==> src/rtl/mem_access_stage.sv <==
// RV32I memory stage: loads/stores over a req/ack data port, registered MEM/WB outputs.
// Define MISALIGN_TRAP_EN to trap misaligned halfword/word accesses instead of issuing them.
module mem_access_stage #(
  parameter int TIMEOUT_CYCLES = 16,
  parameter int XLEN           = 32
) (
  input  logic            clk,
  input  logic            rst,
  input  logic            valid_in,
  input  logic [XLEN-1:0] alu_res,
  input  logic [XLEN-1:0] store_data,
  input  logic            load,
  input  logic            store,
  input  logic [2:0]      fun3,
  input  logic [4:0]      rd_in,
  input  logic            reg_wr_in,
  output logic            stall,
  output logic            mem_req,
  output logic            mem_we,
  output logic [XLEN-1:0] mem_addr,
  output logic [XLEN-1:0] mem_wdata,
  output logic [3:0]      mem_wmask,
  input  logic            mem_ack,
  input  logic [XLEN-1:0] mem_rdata,
  output logic            wb_valid,
  output logic [XLEN-1:0] wb_data,
  output logic [4:0]      wb_rd,
  output logic            wb_reg_wr,
  output logic            bus_err,
  output logic            misaligned
);

  typedef enum logic {IDLE, ACCESS} state_t;

  localparam logic [7:0] TMO_LAST = 8'(TIMEOUT_CYCLES - 1);

  state_t          state_q, state_d;
  logic [7:0]      cnt_q;
  logic [2:0]      fun3_q;
  logic [1:0]      off_q;
  logic [4:0]      rd_q;
  logic            reg_wr_q;
  logic            is_load_q;

  logic            is_mem, passthru, misal_hit;
  logic            accept, trap, done, tmo;
  logic [1:0]      off;
  logic [3:0]      st_mask;
  logic [XLEN-1:0] st_wdata;
  logic [7:0]      ld_byte;
  logic [15:0]     ld_half;
  logic [XLEN-1:0] ld_data;

  assign is_mem   = load | store;
  assign off      = alu_res[1:0];
  assign stall    = (state_q == ACCESS);
  assign passthru = (state_q == IDLE) && valid_in && !is_mem;

`ifdef MISALIGN_TRAP_EN
  always_comb begin
    misal_hit = 1'b0;
    case (fun3)
      3'b001, 3'b101: misal_hit = off[0];
      3'b010:         misal_hit = (off != 2'b00);
      default:        misal_hit = 1'b0;
    endcase
  end
`else
  assign misal_hit = 1'b0;
`endif

  always_ff @(posedge clk) begin
    if (rst) state_q <= IDLE;
    else     state_q <= state_d;
  end

  always_comb begin
    state_d = state_q;
    accept  = 1'b0;
    trap    = 1'b0;
    done    = 1'b0;
    tmo     = 1'b0;
    case (state_q)
      IDLE: begin
        if (valid_in && is_mem) begin
          if (misal_hit) begin
            trap = 1'b1;
          end else begin
            accept  = 1'b1;
            state_d = ACCESS;
          end
        end
      end
      ACCESS: begin
        if (mem_ack) begin
          done    = 1'b1;
          state_d = IDLE;
        end else if (cnt_q == TMO_LAST) begin
          tmo     = 1'b1;
          state_d = IDLE;
        end
      end
      default: state_d = IDLE;
    endcase
  end

  // Store lane steering: replicate the datum so any byte enable sees the right bits.
  always_comb begin
    st_mask  = 4'b1111;
    st_wdata = store_data;
    case (fun3)
      3'b000: begin
        st_mask  = 4'(4'b0001 << off);
        st_wdata = {4{store_data[7:0]}};
      end
      3'b001: begin
        st_mask  = 4'(4'b0011 << off);
        st_wdata = {2{store_data[15:0]}};
      end
      default: begin
        st_mask  = 4'b1111;
        st_wdata = store_data;
      end
    endcase
  end

  assign ld_byte = mem_rdata[{off_q, 3'b000} +: 8];
  assign ld_half = off_q[1] ? mem_rdata[31:16] : mem_rdata[15:0];

  always_comb begin
    ld_data = mem_rdata;
    case (fun3_q)
      3'b000:  ld_data = {{24{ld_byte[7]}}, ld_byte};
      3'b100:  ld_data = {24'b0, ld_byte};
      3'b001:  ld_data = {{16{ld_half[15]}}, ld_half};
      3'b101:  ld_data = {16'b0, ld_half};
      default: ld_data = mem_rdata;
    endcase
  end

  always_ff @(posedge clk) begin
    if (rst) begin
      cnt_q      <= '0;
      fun3_q     <= '0;
      off_q      <= '0;
      rd_q       <= '0;
      reg_wr_q   <= 1'b0;
      is_load_q  <= 1'b0;
      mem_req    <= 1'b0;
      mem_we     <= 1'b0;
      mem_addr   <= '0;
      mem_wdata  <= '0;
      mem_wmask  <= '0;
      wb_valid   <= 1'b0;
      wb_data    <= '0;
      wb_rd      <= '0;
      wb_reg_wr  <= 1'b0;
      bus_err    <= 1'b0;
      misaligned <= 1'b0;
    end else begin
      wb_valid   <= 1'b0;
      bus_err    <= 1'b0;
      misaligned <= 1'b0;

      if (passthru) begin
        wb_valid  <= 1'b1;
        wb_data   <= alu_res;
        wb_rd     <= rd_in;
        wb_reg_wr <= reg_wr_in;
      end

      if (trap) begin
        misaligned <= 1'b1;
        wb_valid   <= 1'b1;
        wb_rd      <= rd_in;
        wb_reg_wr  <= 1'b0;
      end

      if (accept) begin
        mem_req   <= 1'b1;
        mem_we    <= store;
        mem_addr  <= {alu_res[XLEN-1:2], 2'b00};
        mem_wdata <= st_wdata;
        mem_wmask <= st_mask;
        fun3_q    <= fun3;
        off_q     <= off;
        rd_q      <= rd_in;
        reg_wr_q  <= reg_wr_in;
        is_load_q <= load;
        cnt_q     <= '0;
      end

      if (done) begin
        mem_req   <= 1'b0;
        mem_we    <= 1'b0;
        wb_valid  <= 1'b1;
        wb_rd     <= rd_q;
        wb_reg_wr <= is_load_q & reg_wr_q;
        if (is_load_q) wb_data <= ld_data;
      end else if (tmo) begin
        mem_req   <= 1'b0;
        mem_we    <= 1'b0;
        bus_err   <= 1'b1;
        wb_valid  <= 1'b1;
        wb_rd     <= rd_q;
        wb_reg_wr <= 1'b0;
      end else if (state_q == ACCESS) begin
        cnt_q <= cnt_q + 8'd1;
      end
    end
  end

endmodule

==> config.mk <==
export PLATFORM = sky130hd
export DESIGN_NAME = mem_access_stage
export DESIGN_NICKNAME = d
export VERILOG_FILES = /design/src/rtl/mem_access_stage.sv
export SDC_FILE = /design/constraint.sdc
export NUM_CORES = 1
export LEC_CHECK = 0
export CAP_MARGIN = 30
export CORE_MARGIN = 3
export CORE_UTILIZATION = 45
export CTS_CLUSTER_DIAMETER = 60
export DETAILED_ROUTE_END_ITERATION = 16
export GPL_TIMING_DRIVEN = 0
export HOLD_SLACK_MARGIN = 0.12
export PLACE_DENSITY = 0.78
export SYNTH_ARGS = -nofsm -noshare
export SYNTH_HDL_FRONTEND = slang
export SYNTH_SLANG_ARGS = --single-unit
export TNS_END_PERCENT = 20
==> constraint.sdc <==
create_clock -name clk -period 2.05 [get_ports clk]
set_input_delay 0.205 -clock clk [delete_from_list [all_inputs] [get_ports clk]]
set_output_delay 0.205 -clock clk [all_outputs]
set_load 0.01 [all_outputs]
==> flow_summary.toml <==
[yosys]
yosysTopAreaCell = "dfxtp_1"
synth_cell_types = 61
syn_area_sq_um = 5930
synthArstFlopShare_pct = 0
synth_flop_cell = "dfxtp_1"
synthTopCellsByArea = "dfxtp_1, nand2_1, mux2i_1"
postSynthCellCount = 684
synth_seq_cells = 129
synth_top_area_share_pct = 43.6
synth_edf_count = 0
syn_avg_cell_area_sq_um = 8.67
yosys_warnings = 0
ys_seq_area_share_pct = 43.6

[setup_path]
cp.arrival_ps = 2250
crit_path_start_kind = "flop"
endpoint_kind = "flop"
required_ps = 2360
crit_type = "reg -> reg"
path_max_fanout = 10

[timing]
hold_viol = 0
setup_viol = 0
rsz0062_at_grt = "false"
fin_skew_ps = 6.07
timing.final.ws_setup_ps = 118
period_share_pct = 94.3
tightest_slew_ps = 784
slew_headroom_pct = 47.7
fmax_mhz = 518
maxSlewViolCount = 0
fin_crit_ps = 1930

[clock_tree]
postCtsResizedCells = 0
clockRootBuffer = "clkbuf_16"
h-tree-depth = 4
cts_setup_buffers = 0
clk_pin_slew_ps = 60
cts.sinks = 129
cts_tree = "yes"
numCtsBuffers = 17
clockBufferDepth = 2
insertion_delay_ps = 420
cts_hold_buf = 0

[floorplan]
ios = 223
die-area_sq_um = 14600
core_area_sq_um = 12800
row_count = 41
initial_core_util_pct = 46.4
die_y_um = 121
chipWidth_um = 121

[detailed_routing]
routed-via-count = 6306
dr_wl_met2_um = 10600
drc = 0
dr_wl_met3_um = 2110
totalWireLength_um = 21700
viasPerCell = 5.70
antenna_left = 0
wl_met1_um = 8510
route.top_layer_used = "met4"
wl_per_cell_um = 19.6
first_iter_violations = 587
first_pass_iters = 5

[pwr]
ir_worst_vdd_v = 0.000454
powerDensity_nw_per_um2 = 785
p_leak_uw = 0.00316

[cells_and_area]
multi_input_area_sq_um = 3040
drive_gt1_share_pct = 9.63
final_common_cell = "clkdlybuf4s50_1"
syn_to_final_growth_pct = 50.4
diodes = 0
seqCellArea_sq_um = 2580
final_cell_mix = "clkdlybuf4s50_1, nand2_1, dfxtp_1, a21oi_1, mux2i_1"
design_area_sq_um = 8920
utilization_pct = 69.8
fillers = 1059
nets = 1035

[grt]
grt_max_degree = 17
grt_pass1_wl_um = 33000
grt_pass1_vias = 6215
antenna_found_initial = 0
track_usage_pct = 29.1
grt_overflow = 0

[hold_path]
hp-class = "in -> reg"

[job]
drv_cap = 0

[placement]
dp_hpwl_um = 16600
dp_slack_ps = -156
portBuffers = 218
place_congestion = 0.899
place_area_sq_um = 8330

[status]
status = "complete, no violations"
==> final timing paths <==
check        slack, ps  depth (start not counted)                          to                      from
max                120                          5       wb_data[3]$_SDFF_PP0_          stall$_SDFF_PP0_
min                370                          3  mem_wdata[20]$_SDFFE_PP0P_            store_data[20]
max reg2reg        120                          5       wb_data[3]$_SDFF_PP0_          stall$_SDFF_PP0_
min reg2reg        450                          2    mem_addr[9]$_SDFFE_PP0P_  mem_addr[9]$_SDFFE_PP0P_
==> state kept, by name, indices dropped and copies added, names as in the netlist <==
name,count
fun3_q,3
cnt_q,8
is_load_q,1
mem_wmask,4
reg_wr_q,1
wb_rd,5
rd_q,5
wb_data,32
mem_addr,30
wb_reg_wr,1
mem_wdata,32
wb_valid,1
mem_req,1
mem_we,1
off_q,2
bus_err,1
stall,1
==> metrics by stage <==
stage                     power (uW)  hold WS [ps]  instances  TNS, ps
after floorplan                 3340           341        686        0
after global routing            7210           375       1107        0
final                           7000           366       1107        0
after detailed placement        4040           447       1076    -4550
after global placement          4010           440       1076    -3290
after CTS                       7000           357       1107        0
==> power breakdown <==
| part | leakage [uW] | internal, uW | switching [uW] | total [uW] |
|---|---|---|---|---|
| Combinational | 0.00182 | 637 | 619 | 1260 |
| Sequential | 0.00106 | 2660 | 86.6 | 2740 |
| Clock | 0.000282 | 1880 | 1120 | 3000 |
| Total | 0.00316 | 5170 | 1830 | 7000 |
==> routing by layer <==
metal / GRT usage (%) / up-vias
met2: 50.3 / 342
met3: 7.95 / 36
met5: 0 / -
met4: 11.7 / 0
li1: - / 2934
met1: 34.2 / 2994
==> cell type report <==
| type | instances | area share (%) |
|---|---|---|
| Timing Repair Buffer | 218 | 24.5 |
| Buffer | 59 | 3.37 |
| Clock inverter | 9 | 1.21 |
| Tap cell | 172 | 2.41 |
| Clock buffer | 22 | 5.32 |
| Multi-Input combinational cell | 493 | 34.0 |
| Sequential cell | 129 | 29.0 |
| Inverter | 5 | 0.210 |
==> critical path, cell delays in order (launching register included) <==
cell	delay (ps)
dfxtp_1	410
nand3_2	240
clkbuf_1	450
clkbuf_1	430
a21oi_1	120
and2_1	180
==> synthesized netlist by cell type (9+ instances only) <==
cell type and instances:
a221oi_1 20, nand2_1 169, nor2_1 34, a22oi_1 9, a221oi_2 10, a211oi_1 11, a311oi_1 18, nand3_1 12
clkbuf_1 25, o211ai_1 9, dfxtp_1 129, a21oi_1 74, buf_2 24, mux2i_1 50
==> cells by family (layout without fill, tap and decap cells) <==
family,count (synthesis),after routing,synth area share (%)
and+or+nand+nor,253,253,18.4
xor gates and xnor gates,3,3,0.443
other,1,3,0.0632
DFF,129,129,43.6
muxes,58,58,10.3
AOI/OAI and AO/OA,175,175,21.6
adders and majority gates,1,1,0.211
buffers and inverters,64,313,5.38
(Power assumes the default switching activity.)
